### config.mk
export PLATFORM = sky130hd
export DESIGN_NAME = encoder_pulse_multi_flat
export DESIGN_NICKNAME = d
export VERILOG_FILES = /design/src/rtl/encoder_pulse_multi_if.sv /design/src/rtl/encoder_pulse_multi.sv /design/src/flat_wrapper.sv
export SDC_FILE = /design/constraint.sdc
export NUM_CORES = 1
export LEC_CHECK = 0
export CAP_MARGIN = 40
export CORE_MARGIN = 4
export CORE_UTILIZATION = 25
export DETAILED_ROUTE_END_ITERATION = 16
export PLACE_DENSITY_LB_ADDON = 0.3
export SYNTH_ARGS = -nofsm -noshare
export SYNTH_HDL_FRONTEND = slang
export SYNTH_SLANG_ARGS = --single-unit
### constraint.sdc
create_clock -name clock -period 2.18 [get_ports clock]
set_input_delay 0.436 -clock clock [delete_from_list [all_inputs] [get_ports clock]]
set_output_delay 0.436 -clock clock [all_outputs]
set_load 0.01 [all_outputs]
### src/rtl/encoder_pulse_multi_if.sv
// Input handshake bundle for encoder_pulse_multi: one value vector per window.
interface encoder_pulse_multi_if #(
  parameter int unsigned DATA_W = 16
);
  logic [DATA_W-1:0] in_values;
  logic              in_valid;
  logic              in_ready;

  modport master (output in_values, output in_valid, input  in_ready);
  modport slave  (input  in_values, input  in_valid, output in_ready);
endinterface

### src/rtl/encoder_pulse_multi.sv
// Multi-channel time-to-spike encoder: each accepted vector opens a window of
// MAX_VALUE+1 cycles; channel i fires once, MAX_VALUE - value cycles into it.
module encoder_pulse_multi #(
  parameter int unsigned NUM_CHANNELS     = 4,
  parameter int unsigned MAX_VALUE        = 8,
  parameter bit          ZERO_NO_SPIKE    = 1'b0,
  parameter bit          SPIKE_ACTIVE_LOW = 1'b1
) (
  input  logic                    clock,
  input  logic                    reset,
  encoder_pulse_multi_if.slave    in_if,
  input  logic                    flush,
  output logic [NUM_CHANNELS-1:0] spike_out,
  output logic                    busy,
  output logic                    window_done
);

  localparam int unsigned VW = $clog2(MAX_VALUE + 1);
  localparam logic [VW-1:0] T_LAST = VW'(MAX_VALUE);

  typedef enum logic {IDLE, RUN} state_e;

  state_e                           state_q, state_d;
  logic [VW-1:0]                    t_q, t_d;
  logic [NUM_CHANNELS-1:0][VW-1:0]  vals_q, vals_d;
  logic                             window_end_c;
  logic                             in_ready_c;
  logic                             accept_c;
  logic                             live_c;

  assign in_if.in_ready = in_ready_c;

  // Next-state: flush beats accept beats window end; accepted vectors are clamped on entry.
  always_comb begin
    logic [VW-1:0] raw;
    state_d      = state_q;
    t_d          = t_q;
    vals_d       = vals_q;
    raw          = '0;
    window_end_c = (state_q == RUN) && (t_q == T_LAST);
    in_ready_c   = !reset && !flush && ((state_q == IDLE) || window_end_c);
    accept_c     = in_if.in_valid && in_ready_c;
    if (flush) begin
      state_d = IDLE;
      t_d     = '0;
    end else if (accept_c) begin
      state_d = RUN;
      t_d     = '0;
      for (int i = 0; i < int'(NUM_CHANNELS); i++) begin
        raw       = in_if.in_values[i*VW +: VW];
        vals_d[i] = (raw > T_LAST) ? T_LAST : raw;
      end
    end else if (state_q == RUN) begin
      if (window_end_c) begin
        state_d = IDLE;
        t_d     = '0;
      end else begin
        t_d = t_q + VW'(1);
      end
    end
  end

  // State, window counter and latched values.
  always_ff @(posedge clock) begin
    if (reset) begin
      state_q <= IDLE;
      t_q     <= '0;
      vals_q  <= '0;
    end else begin
      state_q <= state_d;
      t_q     <= t_d;
      vals_q  <= vals_d;
    end
  end

  // Spike decode straight from registered t/values; flush and reset force idle lines.
  always_comb begin
    live_c      = (state_q == RUN) && !reset;
    busy        = live_c;
    window_done = live_c && !flush && (t_q == T_LAST);
    spike_out   = '0;
    for (int i = 0; i < int'(NUM_CHANNELS); i++) begin
      spike_out[i] = (live_c && !flush && (t_q == (T_LAST - vals_q[i]))
                      && !(ZERO_NO_SPIKE && (vals_q[i] == '0))) ^ SPIKE_ACTIVE_LOW;
    end
  end

endmodule

### src/flat_wrapper.sv
// flat-port wrapper written by rule: the top's interface ports become plain ports
module encoder_pulse_multi_flat 
#(
  parameter int unsigned NUM_CHANNELS     = 4,
  parameter int unsigned MAX_VALUE        = 8,
  parameter bit          ZERO_NO_SPIKE    = 1'b0,
  parameter bit          SPIKE_ACTIVE_LOW = 1'b1
)
  (clock, reset, flush, spike_out, busy, window_done, in_if_in_values, in_if_in_valid, in_if_in_ready);
  encoder_pulse_multi_if #(.DATA_W(((4) * (4)))) in_if_i ();
  input  logic clock;
  input  logic reset;
  input  logic flush;
  output logic [NUM_CHANNELS-1:0] spike_out;
  output logic busy;
  output logic window_done;
  input wire logic [$bits(in_if_i.in_values)-1:0] in_if_in_values;
  input wire logic [$bits(in_if_i.in_valid)-1:0] in_if_in_valid;
  output wire logic [$bits(in_if_i.in_ready)-1:0] in_if_in_ready;
  assign in_if_i.in_values = in_if_in_values;
  assign in_if_i.in_valid = in_if_in_valid;
  assign in_if_in_ready = in_if_i.in_ready;
  encoder_pulse_multi #(.NUM_CHANNELS(NUM_CHANNELS), .MAX_VALUE(MAX_VALUE), .ZERO_NO_SPIKE(ZERO_NO_SPIKE), .SPIKE_ACTIVE_LOW(SPIKE_ACTIVE_LOW)) u_core (.clock(clock), .reset(reset), .in_if(in_if_i), .flush(flush), .spike_out(spike_out), .busy(busy), .window_done(window_done));
endmodule
==> metrics.txt, run 1 <==
outcome finished, final reports clean; number of hold violations in the final report 0; pin slew with the least headroom to its limit 0.4252 ns; worst-case setup margin in the final layout 0.03368 ns; wire per inst 12.24 um; Sink Count 21; delay of the slowest cell on the worst path 0.45 ns; total number of nets in the final design 221; pwr dens 441.8 nW/um^2; number of design-rule violations left by the first detailed-router iteration 49; final-layout fill cell count 613; critical path data arrival time 1.71 ns; horizontal die dimension 83.10 um; first-pass GRT wire length 5685 um; post-synth net total 186; Cell Area, Synth 1410 sq um; worst-case clock skew 0.009263 ns; sort of element at the end of the critical path output port; Combinational Power Share 0.192; Global Route Usage Sum 0.1015; capture point of the critical path spike_out[3]; internal power 0.6118 mW; series of cell instances along the critical path dlygate4sd2_1 -> or3b_4 -> nor3_1 -> nand3_1 -> dlygate4sd2_1; most used flip-flop cell after synthesis sky130_fd_sc_hd__dfxtp_1; number of buffers created by CTS 3; clock tree from TritonCTS yes; Reg2Reg Launch Point u_core.t_q[0]$_SDFFE_PP0P_; Crit Path Class in -> out; H-Tree Depth 1; kind of cell with the highest combined delay on the critical path simple AND/OR/NAND/NOR gates; number of antenna-violating nets in the routed design 0; relative contribution of the clock network to total power 0.317; HPWL reported at the end of detailed placement 2452 um; routability congestion estimate from global placement 0.7322; vias in the first global route 1160; critical register-to-register path endpoint u_core.vals_q[10]$_SDFFE_PP0P_; fraction of registers with async set or reset after synthesis 0; pin count of the biggest net entering global routing 25; buffers and inverters on the worst path 2; Synth Area per Inst 8.813 sq um; minimum setup slack among reg-to-reg paths 0.52 ns; Floorplan Core Area 5473 sq um; fraction of the yosys area taken by sequential cells 0.2981; peak ir drop on the vdd network 0.1903 mV; net switching power figure 0.2134 mW; Clock Tree Buf Depth 2; max_cap viols 0; number of unique standard cell types used by synthesis 34; diode insertion count for antenna repair 0; vertical die dimension 83.10 um; Via density 4.335; cell count along the critical path 5; crit path launch type input pin; RSZ-0062 raised after global routing true; area share of the leading cell type in the synthesized netlist 0.2981; clock transition time at the flip-flop clock pins of the worst setup and hold paths 0.09 ns; count of port buffers added during placement 26; clock root buffer sky130_fd_sc_hd__clkbuf_8; dominant cells by area after synthesis sky130_fd_sc_hd__dfxtp_1, sky130_fd_sc_hd__xor2_1, sky130_fd_sc_hd__xnor2_1, sky130_fd_sc_hd__mux2i_1, sky130_fd_sc_hd__ha_1; die area 6906 sq um; launch point of the critical path reset; DRC violation count after routing 0; most numerous cell on the critical path sky130_fd_sc_hd__dlygate4sd2_1; total routed wirelength 3257 um; first-pass detailed-route iteration total 3; clock latency on the worst-skew pair 0.26 ns; pre-CTS WS -0.4741 ns; static leakage 0.7906 nW; crit-path max FO 5; utilization of the core after routing 0.3413; Seq pwr share 0.491; number of cells traversed by the worst register-to-register path 5; Area growth, synth to finish 32.48%; via count 1153; CTS Hold Buffers Added 0; shortest clock period the worst path allows after layout 2.146 ns; synthesized netlist cell count 160; type of the most critical hold path reg -> reg; count of synthesis-stage warnings from yosys 0; Boundary Pins 27; post-route fraction of the period consumed by the critical path 0.9846; share of final-layout standard cells stronger than drive strength 1 0.1546; Fmax achieved 465.9 MHz; library cell with the largest summed area after synthesis sky130_fd_sc_hd__dfxtp_1; Cell Rows 27; cell with the biggest individual delay on the critical path sky130_fd_sc_hd__or3b_4; antenna violations before repair 0; flip-flop and latch count after synthesis 21; number of enable-type register cells in the synthesized netlist 0; worst slew margin relative to its limit 0.7155; final setup violation count 0; Final Max Slew Viols 0; residual overflow from global routing 0; initial standard-cell utilization of the core 0.2577; Sw Ratio 0.2586; Worst Path Required 1.74 ns
## cell families after synthesis
kind of cell | Yosys count | share of synthesized area
AOI/OAI and AO/OA | 25 | 0.1393
DFF | 21 | 0.2981
muxes | 8 | 0.05679
xor gates and xnor gates | 26 | 0.1615
adders and majority gates | 6 | 0.05324
buffers and inverters | 27 | 0.08341
and+or+nand+nor | 47 | 0.2076
## registers in the layout, indices dropped and copies added (netlist names)
register        count
u_core.vals_q      16
u_core.state_q      1
u_core.t_q          4
## per-layer routing
| metal | vias up | global-route usage | part of all wire | wire [um] |
|---|---|---|---|---|
| li1 | 612 | - | - | - |
| met1 | 521 | 0.1406 | 0.50 | 1640 |
| met2 | 18 | 0.1560 | 0.45 | 1462 |
| met3 | 2 | 0.02282 | 0.041 | 134 |
| met4 | 0 | 0.03120 | 0.0058 | 19 |
| met5 | - | 0 | 0 | 0 |
## metrics by stage
step | TNS (ns) | instance area (sq um) | total power [mW] | hold slack, ns | std cells
5_1_grt | -0.02337 | 1868 | 0.8736 | 0.5160 | 266
4_1_cts | 0 | 1859 | 0.8380 | 0.4967 | 266
3_3_place_gp | -2.427 | 1808 | 0.5733 | 0.4777 | 261
3_5_place_dp | -2.478 | 1808 | 0.5744 | 0.4806 | 261
6_report | 0 | 1868 | 0.8252 | 0.4923 | 266
2_1_floorplan | 0 | 1410 | 0.5073 | 0.4637 | 160
## worst reg2reg max path: cells and delay by family (launching register included)
family	cells	cell delay, ns
multiplexers	1	0.23
AND/OR/NAND/NOR	1	0.32
buffers and inverters	1	0.06
adder cells (fa/ha/maj)	1	0.24
flip-flops	1	0.33
AO/OA/AOI/OAI	1	0.41
## worst min-delay path by stage
| stage | from | endpoint | slack, ns | cells past startpoint |
|---|---|---|---|---|
| floorplan | u_core.vals_q[3]$_SDFFE_PP0P_ | u_core.vals_q[3]$_SDFFE_PP0P_ | 0.46 | 2 |
| global placement | u_core.vals_q[3]$_SDFFE_PP0P_ | u_core.vals_q[3]$_SDFFE_PP0P_ | 0.48 | 2 |
| detailed placement | u_core.vals_q[3]$_SDFFE_PP0P_ | u_core.vals_q[3]$_SDFFE_PP0P_ | 0.48 | 2 |
| CTS | u_core.vals_q[3]$_SDFFE_PP0P_ | u_core.vals_q[3]$_SDFFE_PP0P_ | 0.50 | 2 |
| global route | u_core.vals_q[11]$_SDFFE_PP0P_ | u_core.vals_q[11]$_SDFFE_PP0P_ | 0.52 | 2 |
| finish | u_core.vals_q[7]$_SDFFE_PP0P_ | u_core.vals_q[7]$_SDFFE_PP0P_ | 0.49 | 2 |
## power groups by stage
stage / combinational (mW) / clock [mW] / sequential [mW]
floorplan: 0.0946 / 0 / 0.413
global placement: 0.159 / 0 / 0.414
detailed placement: 0.160 / 0 / 0.414
CTS: 0.160 / 0.272 / 0.405
global route: 0.177 / 0.290 / 0.407
finish: 0.158 / 0.261 / 0.405
## what timing repair did
item	4_1_cts	5_1_grt
buffers inserted	1	0
pin swaps	2	0
gates resized for setup	14	4
endpoints found under the setup margin	7	3
## area by class of cell
class | instances | area, sq um | share of cell area
Tap cell | 72 | 90.09 | 0.04823
Sequential cell | 21 | 422.9 | 0.2264
Multi-Input combinational cell | 112 | 884.6 | 0.4735
Inverter | 16 | 60.06 | 0.03215
Clock buffer | 3 | 41.29 | 0.02210
Clock inverter | 1 | 5.005 | 0.002679
Timing Repair Buffer | 41 | 364.1 | 0.1949
## cells in the mapped netlist, types with 2 or more instances
library cell / instances
sky130_fd_sc_hd__xor2_1: 14
sky130_fd_sc_hd__clkbuf_1: 5
sky130_fd_sc_hd__a31oi_1: 2
sky130_fd_sc_hd__nor3_1: 11
sky130_fd_sc_hd__nor2b_1: 8
sky130_fd_sc_hd__nor2_1: 3
sky130_fd_sc_hd__dfxtp_1: 21
sky130_fd_sc_hd__a21oi_1: 2
sky130_fd_sc_hd__nand3_1: 4
sky130_fd_sc_hd__ha_1: 6
sky130_fd_sc_hd__xnor2_1: 12
sky130_fd_sc_hd__o211ai_1: 8
sky130_fd_sc_hd__inv_1: 15
sky130_fd_sc_hd__o31ai_1: 8
sky130_fd_sc_hd__mux2i_1: 8
sky130_fd_sc_hd__nand2b_1: 8
sky130_fd_sc_hd__buf_2: 4
sky130_fd_sc_hd__nor3b_1: 2
sky130_fd_sc_hd__nand2_1: 4
## cell usage in the layout (no fill, tap or decap), drive strengths merged, types with 2 or more instances in the layout
cell            n
xor2           14
dlygate4sd2     6
clkdlybuf4s50  18
nor2            3
clkbuf          3
a31oi           2
mux2i           8
nor3           11
nor3b           3
a21oi           2
nand2           4
nand3           4
nand2b          8
buf            16
ha              6
o31ai           8
dfxtp          21
o21ai           2
inv            16
xnor2          12
nor2b           8
o211ai          8
No activity file was read; power rests on OpenSTA's default activity.
==> run 2: changes to the inputs <==
SETUP_SLACK_MARGIN = 0.2   (was unset)
clock period = 1.9 ns   (was 2.18 ns; I/O delays follow)
==> run 2 against run 1 <==
Against the previous run:
- via count up 7.7%
- clock skew is 0.0061 ns lower
- final area up 11%
- first-iteration DRC count fell by 18%
- power up 19%
- cell count grew 7.1%
- utilization up 3.6 points
- critical path type is now reg -> out
- wire length grew 10%
==> metrics.txt, run 2 (synthesis results as in run 1) <==
outcome finished, final reports clean; Global Route Usage Sum 0.1085 (+0.007012); horizontal die dimension 83.10 um (unchanged); commonest non-fill, non-tap cells in the layout sky130_fd_sc_hd__buf_4, sky130_fd_sc_hd__clkdlybuf4s50_1, sky130_fd_sc_hd__xor2_1; area of combinational cells with multiple inputs 944.7 sq um (+6.8%); crit path launch type flip-flop; vertical die dimension 83.10 um (unchanged); internal power 0.7230 mW (+18%); RSZ-0062 raised after global routing true; post-route fraction of the period consumed by the critical path 0.9883; worst-case clock skew 0.003122 ns (-0.006141 ns); net switching power figure 0.2550 mW (+19%); Reg2Reg Launch Point u_core.t_q[0]$_SDFFE_PP0P_; antenna violations before repair 0 (unchanged); Combinational Power Share 0.213 (+0.021); count of port buffers added during placement 26 (unchanged); pin slew with the least headroom to its limit 0.2955 ns (-0.1297 ns); worst slew margin relative to its limit 0.8025 (+0.08704); initial standard-cell utilization of the core 0.2577 (unchanged); first-pass GRT wire length 6161 um (+8.4%); Crit Path Class reg -> out; launch point of the critical path u_core.state_q$_SDFF_PP0_; Fmax achieved 532.5 MHz; Worst Path Required 1.52 ns (-0.22 ns); crit-path max FO 4 (-1); pin count of the biggest net entering global routing 25 (unchanged); pwr dens 473.4 nW/um^2 (+7.2%); Boundary Pins 27 (unchanged); Area growth, synth to finish 46.50%; clock root buffer sky130_fd_sc_hd__clkbuf_8; HPWL reported at the end of detailed placement 2487 um (+1.4%); clock latency on the worst-skew pair 0.26 ns (about the same); critical path data arrival time 1.50 ns (-0.21 ns); Clock Tree Buf Depth 2 (unchanged); peak ir drop on the vdd network 0.3015 mV (+58%); number of hold violations in the final report 0 (unchanged); sequential standard cell area 431.7 sq um (+2.1%); Floorplan Core Area 5473 sq um (unchanged); number of antenna-violating nets in the routed design 0 (unchanged); sort of element at the end of the critical path output port; number of buffers created by CTS 3 (unchanged); diode insertion count for antenna repair 0 (unchanged); shortest clock period the worst path allows after layout 1.878 ns; clock tree from TritonCTS yes; Final Max Slew Viols 0 (unchanged); H-Tree Depth 1 (unchanged); Reg with most FFs u_core.vals_q; top flop regs u_core.vals_q (16), u_core.t_q (4), u_core.state_q (1); share of final-layout standard cells stronger than drive strength 1 0.3427 (+0.1881); type of the most critical hold path in -> reg; Min-Delay Startpoint flush; CTS Hold Buffers Added 0 (unchanged); total number of nets in the final design 240 (+8.6%); Via density 4.358 (+0.54%); die area 6906 sq um (unchanged); Fin Hold WS 0.4734 ns (-0.01894 ns); final-layout fill cell count 576 (-6.0%); final setup violation count 0 (unchanged); Sink Count 21 (unchanged); vias in the first global route 1243 (+7.2%); Sw Ratio 0.2608 (+0.002150); most common library cell in the layout ignoring fill and taps sky130_fd_sc_hd__buf_4; static leakage 0.8969 nW (+13%); residual overflow from global routing 0 (unchanged); relative contribution of the clock network to total power 0.312 (-0.005); Cell Rows 27 (unchanged); Seq pwr share 0.475 (-0.016); setup total negative slack 0 ns (unchanged); first-pass detailed-route iteration total 4 (+1); DRC violation count after routing 0 (unchanged); routability congestion estimate from global placement 0.7120 (-2.8%); via count 1242 (+7.7%); number of flip-flops in the largest register 16 (unchanged); total routed wirelength 3582 um (+10%); max_cap viols 0 (unchanged); wire per inst 12.57 um (+2.6%); number of design-rule violations left by the first detailed-router iteration 40 (-18%); clock transition time at the flip-flop clock pins of the worst setup and hold paths 0.08 ns (about the same)
-- run 2: power groups by stage --
stage	logic, mW	clock network (mW)	registers [mW]
5_1_grt	0.231	0.344	0.467
3_3_place_gp	0.195	0	0.474
2_1_floorplan	0.110	0	0.474
4_1_cts	0.207	0.321	0.465
3_5_place_dp	0.196	0	0.474
6_report	0.208	0.305	0.465
-- run 2: worst paths after layout --
check | end | slack (ns) | depth (start not counted)
worst min register to register | u_core.vals_q[7]$_SDFFE_PP0P_ | 0.49 | 2
worst min-delay path | u_core.t_q[0]$_SDFFE_PP0P_ | 0.47 | 3
worst max-delay path | spike_out[0] | 0.02 | 5
worst max register to register | u_core.vals_q[7]$_SDFFE_PP0P_ | 0.33 | 7
-- run 2: worst max-delay path, stage by stage (launching register included) --
cell and delay [ns]:
sky130_fd_sc_hd__dfxtp_2 0.33, sky130_fd_sc_hd__or3b_4 0.42, sky130_fd_sc_hd__buf_6 0.14, sky130_fd_sc_hd__nor3_4 0.13, sky130_fd_sc_hd__nand3_1 0.07, sky130_fd_sc_hd__buf_2 0.14
-- run 2: area by class of cell --
cell class                      count  share of cell area
Clock buffer                        4             0.02180
Multi-Input combinational cell    112              0.4573
Timing Repair Buffer               60              0.2392
Sequential cell                    21              0.2090
Tap cell                           72             0.04361
Inverter                           16             0.02907
-- run 2: repair_timing --
item,CTS,global route
setup endpoints to repair,15,12
pin swaps,10,5
buffers inserted,6,2
gates resized for setup,53,7
-- run 2: per-layer routing --
| metal | vias to the layer above | global-route usage | share of wire |
|---|---|---|---|
| li1 | 647 | - | - |
| met1 | 556 | 0.1472 | 0.48 |
| met2 | 33 | 0.1676 | 0.44 |
| met3 | 6 | 0.03373 | 0.064 |
| met4 | 0 | 0.02526 | 0.014 |
| met5 | - | 0 | 0 |
-- run 2: per-stage QoR --
stage	worst slack, ns	cells	utilization	power (mW)	instance area, sq um
2_1_floorplan	0.1881	160	-	0.5835	1420
3_3_place_gp	-0.6923	273	0.3500	0.6683	1916
3_5_place_dp	-0.6959	273	0.3500	0.6697	1916
4_1_cts	0.005982	283	0.3745	0.9926	2049
5_1_grt	-0.05355	285	0.3775	1.042	2066
6_report	0.02217	285	0.3775	0.9780	2066
==> run 3: changes to the inputs <==
CORE_ASPECT_RATIO = 0.8   (was unset)
CORE_MARGIN = 3   (was 4)
==> run 3 against run 2 <==
Against the previous run:
- register-to-register slack about the same
- utilization rose by 3.4 points
- sequential power is essentially flat
- hold slack gained 0.023 ns
- sequential share of layout area is 0.69 points lower
- critical path type unchanged
- highest routed layer unchanged
==> metrics.txt, run 3 (synthesis results as in run 1) <==
outcome finished, final reports clean; Boundary Pins 27 (unchanged); type of the most critical hold path reg -> reg; number of antenna-violating nets in the routed design 0 (unchanged); horizontal die dimension 89.97 um (+8.3%); DRC violation count after routing 0 (unchanged); first-pass detailed-route iteration total 4 (unchanged); standard cell area after detailed placement 1927 sq um (+0.59%); PnR Total Power 1.003 mW (+2.6%); vias in the first global route 1218 (-2.0%); wire per inst 12.86 um (+2.3%); pre-CTS WS -0.6258 ns (+0.07010 ns); residual overflow from global routing 0 (unchanged); Fin Hold WS 0.4963 ns (+0.02295 ns); clock latency on the worst-skew pair 0.26 ns (about the same); crit-path max FO 2 (-2); critical path data arrival time 1.44 ns (-0.06 ns); crit path launch type flip-flop; final-layout fill cell count 565 (-1.9%); final setup violation count 0 (unchanged); Final Max Slew Viols 0 (unchanged); worst-case setup margin in the final layout 0.08048 ns (+0.05831 ns); top flop regs u_core.vals_q (16), u_core.t_q (4), u_core.state_q (1); count of port buffers added during placement 26 (unchanged); share of final-layout standard cells stronger than drive strength 1 0.4167 (+0.07394); Cell Rows 23 (-15%); number of flip-flops in the largest register 16 (unchanged); Crit Path Class reg -> out; number of hold violations in the final report 0 (unchanged); Via density 4.268 (-2.1%); clock tree from TritonCTS yes; die area 6583 sq um (-4.7%); vertical die dimension 73.18 um (-12%); post-route fraction of the period consumed by the critical path 0.9576 (-0.03069); Clock Tree Buf Depth 2 (unchanged); setup total negative slack 0 ns (unchanged); worst slew margin relative to its limit 0.8142 (+0.01169); Floorplan Core Area 5238 sq um (-4.3%); initial standard-cell utilization of the core 0.2692 (+0.01157); total routed wirelength 3743 um (+4.5%); Sink Count 21 (unchanged); number of design-rule violations left by the first detailed-router iteration 56 (+40%); clock root buffer sky130_fd_sc_hd__clkbuf_8; first-pass GRT wire length 6072 um (-1.4%); max_cap viols 0 (unchanged); peak ir drop on the vdd network 0.1981 mV (-34%); worst-case clock skew 0.003562 ns (+0.0004397 ns); Worst Path Required 1.52 ns (about the same); post-route cell area 2155 sq um (+4.3%); commonest non-fill, non-tap cells in the layout sky130_fd_sc_hd__buf_4, sky130_fd_sc_hd__clkdlybuf4s50_1, sky130_fd_sc_hd__dfxtp_2; Reg with most FFs u_core.vals_q; static leakage 0.9265 nW (+3.3%); RSZ-0062 raised after global routing true; Fmax achieved 549.6 MHz (+3.2%); Area growth, synth to finish 52.80%; sort of element at the end of the critical path output port; H-Tree Depth 1 (unchanged); shortest clock period the worst path allows after layout 1.820 ns (-0.05831 ns); pin slew with the least headroom to its limit 0.2780 ns (-0.01749 ns); routability congestion estimate from global placement 0.6899 (-3.1%); pwr dens 465.6 nW/um^2 (-1.6%); utilization of the core after routing 0.4114 (+0.03391); most common library cell in the layout ignoring fill and taps sky130_fd_sc_hd__buf_4; CTS Hold Buffers Added 0 (unchanged); number of buffers created by CTS 3 (unchanged); total number of nets in the final design 243 (+1.3%); pin count of the biggest net entering global routing 25 (unchanged); via count 1242 (unchanged); clock transition time at the flip-flop clock pins of the worst setup and hold paths 0.08 ns (about the same); final non-filler cell total 291 (+2.1%); antenna violations before repair 0 (unchanged); area of combinational cells with multiple inputs 998.5 sq um (+5.7%); HPWL reported at the end of detailed placement 2492 um (+0.22%); diode insertion count for antenna repair 0 (unchanged); number of placed instances, taps included 277 (+1.5%); Global Route Usage Sum 0.1165 (+0.008005); sequential standard cell area 435.4 sq um (+0.87%)
-- run 3: report_power, final --
group	switching (mW)	total [mW]	internal (mW)
logic	0.0953	0.227	0.132
registers	0.0108	0.467	0.456
clock network	0.160	0.310	0.150
-- run 3: layout make-up --
class,count,share of cell area
Clock buffer,4,0.02091
Tap cell,75,0.04355
Sequential cell,21,0.2021
Timing Repair Buffer,63,0.2422
Inverter,16,0.02787
Multi-Input combinational cell,112,0.4634
-- run 3: worst max-delay path, cell delays in order, from the launching register on --
cell and delay, ns:
sky130_fd_sc_hd__dfxtp_2 0.34, sky130_fd_sc_hd__inv_2 0.05, sky130_fd_sc_hd__ha_4 0.24, sky130_fd_sc_hd__xor2_2 0.14
sky130_fd_sc_hd__nor3_2 0.17, sky130_fd_sc_hd__nand3_1 0.09, sky130_fd_sc_hd__buf_2 0.15
-- run 3: metal layers --
layer  track usage  part of all wire  vias to the layer above
met4       0.02716            0.0091                        0
met1        0.1526              0.49                      563
li1              -                 -                      655
met2        0.1908              0.46                       20
met5             0                 0                        -
met3       0.03505             0.033                        4
-- run 3: path summary, 6_finish.rpt --
check / from / endpoint / slack [ns] / cells past startpoint
setup reg to reg: u_core.t_q[1]$_SDFFE_PP0P_ / u_core.vals_q[3]$_SDFFE_PP0P_ / 0.32 / 7
setup / recovery: u_core.vals_q[9]$_SDFFE_PP0P_ / spike_out[2] / 0.08 / 6
hold / removal: u_core.vals_q[11]$_SDFFE_PP0P_ / u_core.vals_q[11]$_SDFFE_PP0P_ / 0.50 / 2
hold reg to reg: u_core.vals_q[11]$_SDFFE_PP0P_ / u_core.vals_q[11]$_SDFFE_PP0P_ / 0.50 / 2
-- run 3: repair_timing --
| item | in CTS | in global routing |
|---|---|---|
| gates resized for setup | 61 | 11 |
| buffers inserted | 8 | 2 |
| pin swaps | 10 | 6 |
| setup endpoints to repair | 15 | 14 |
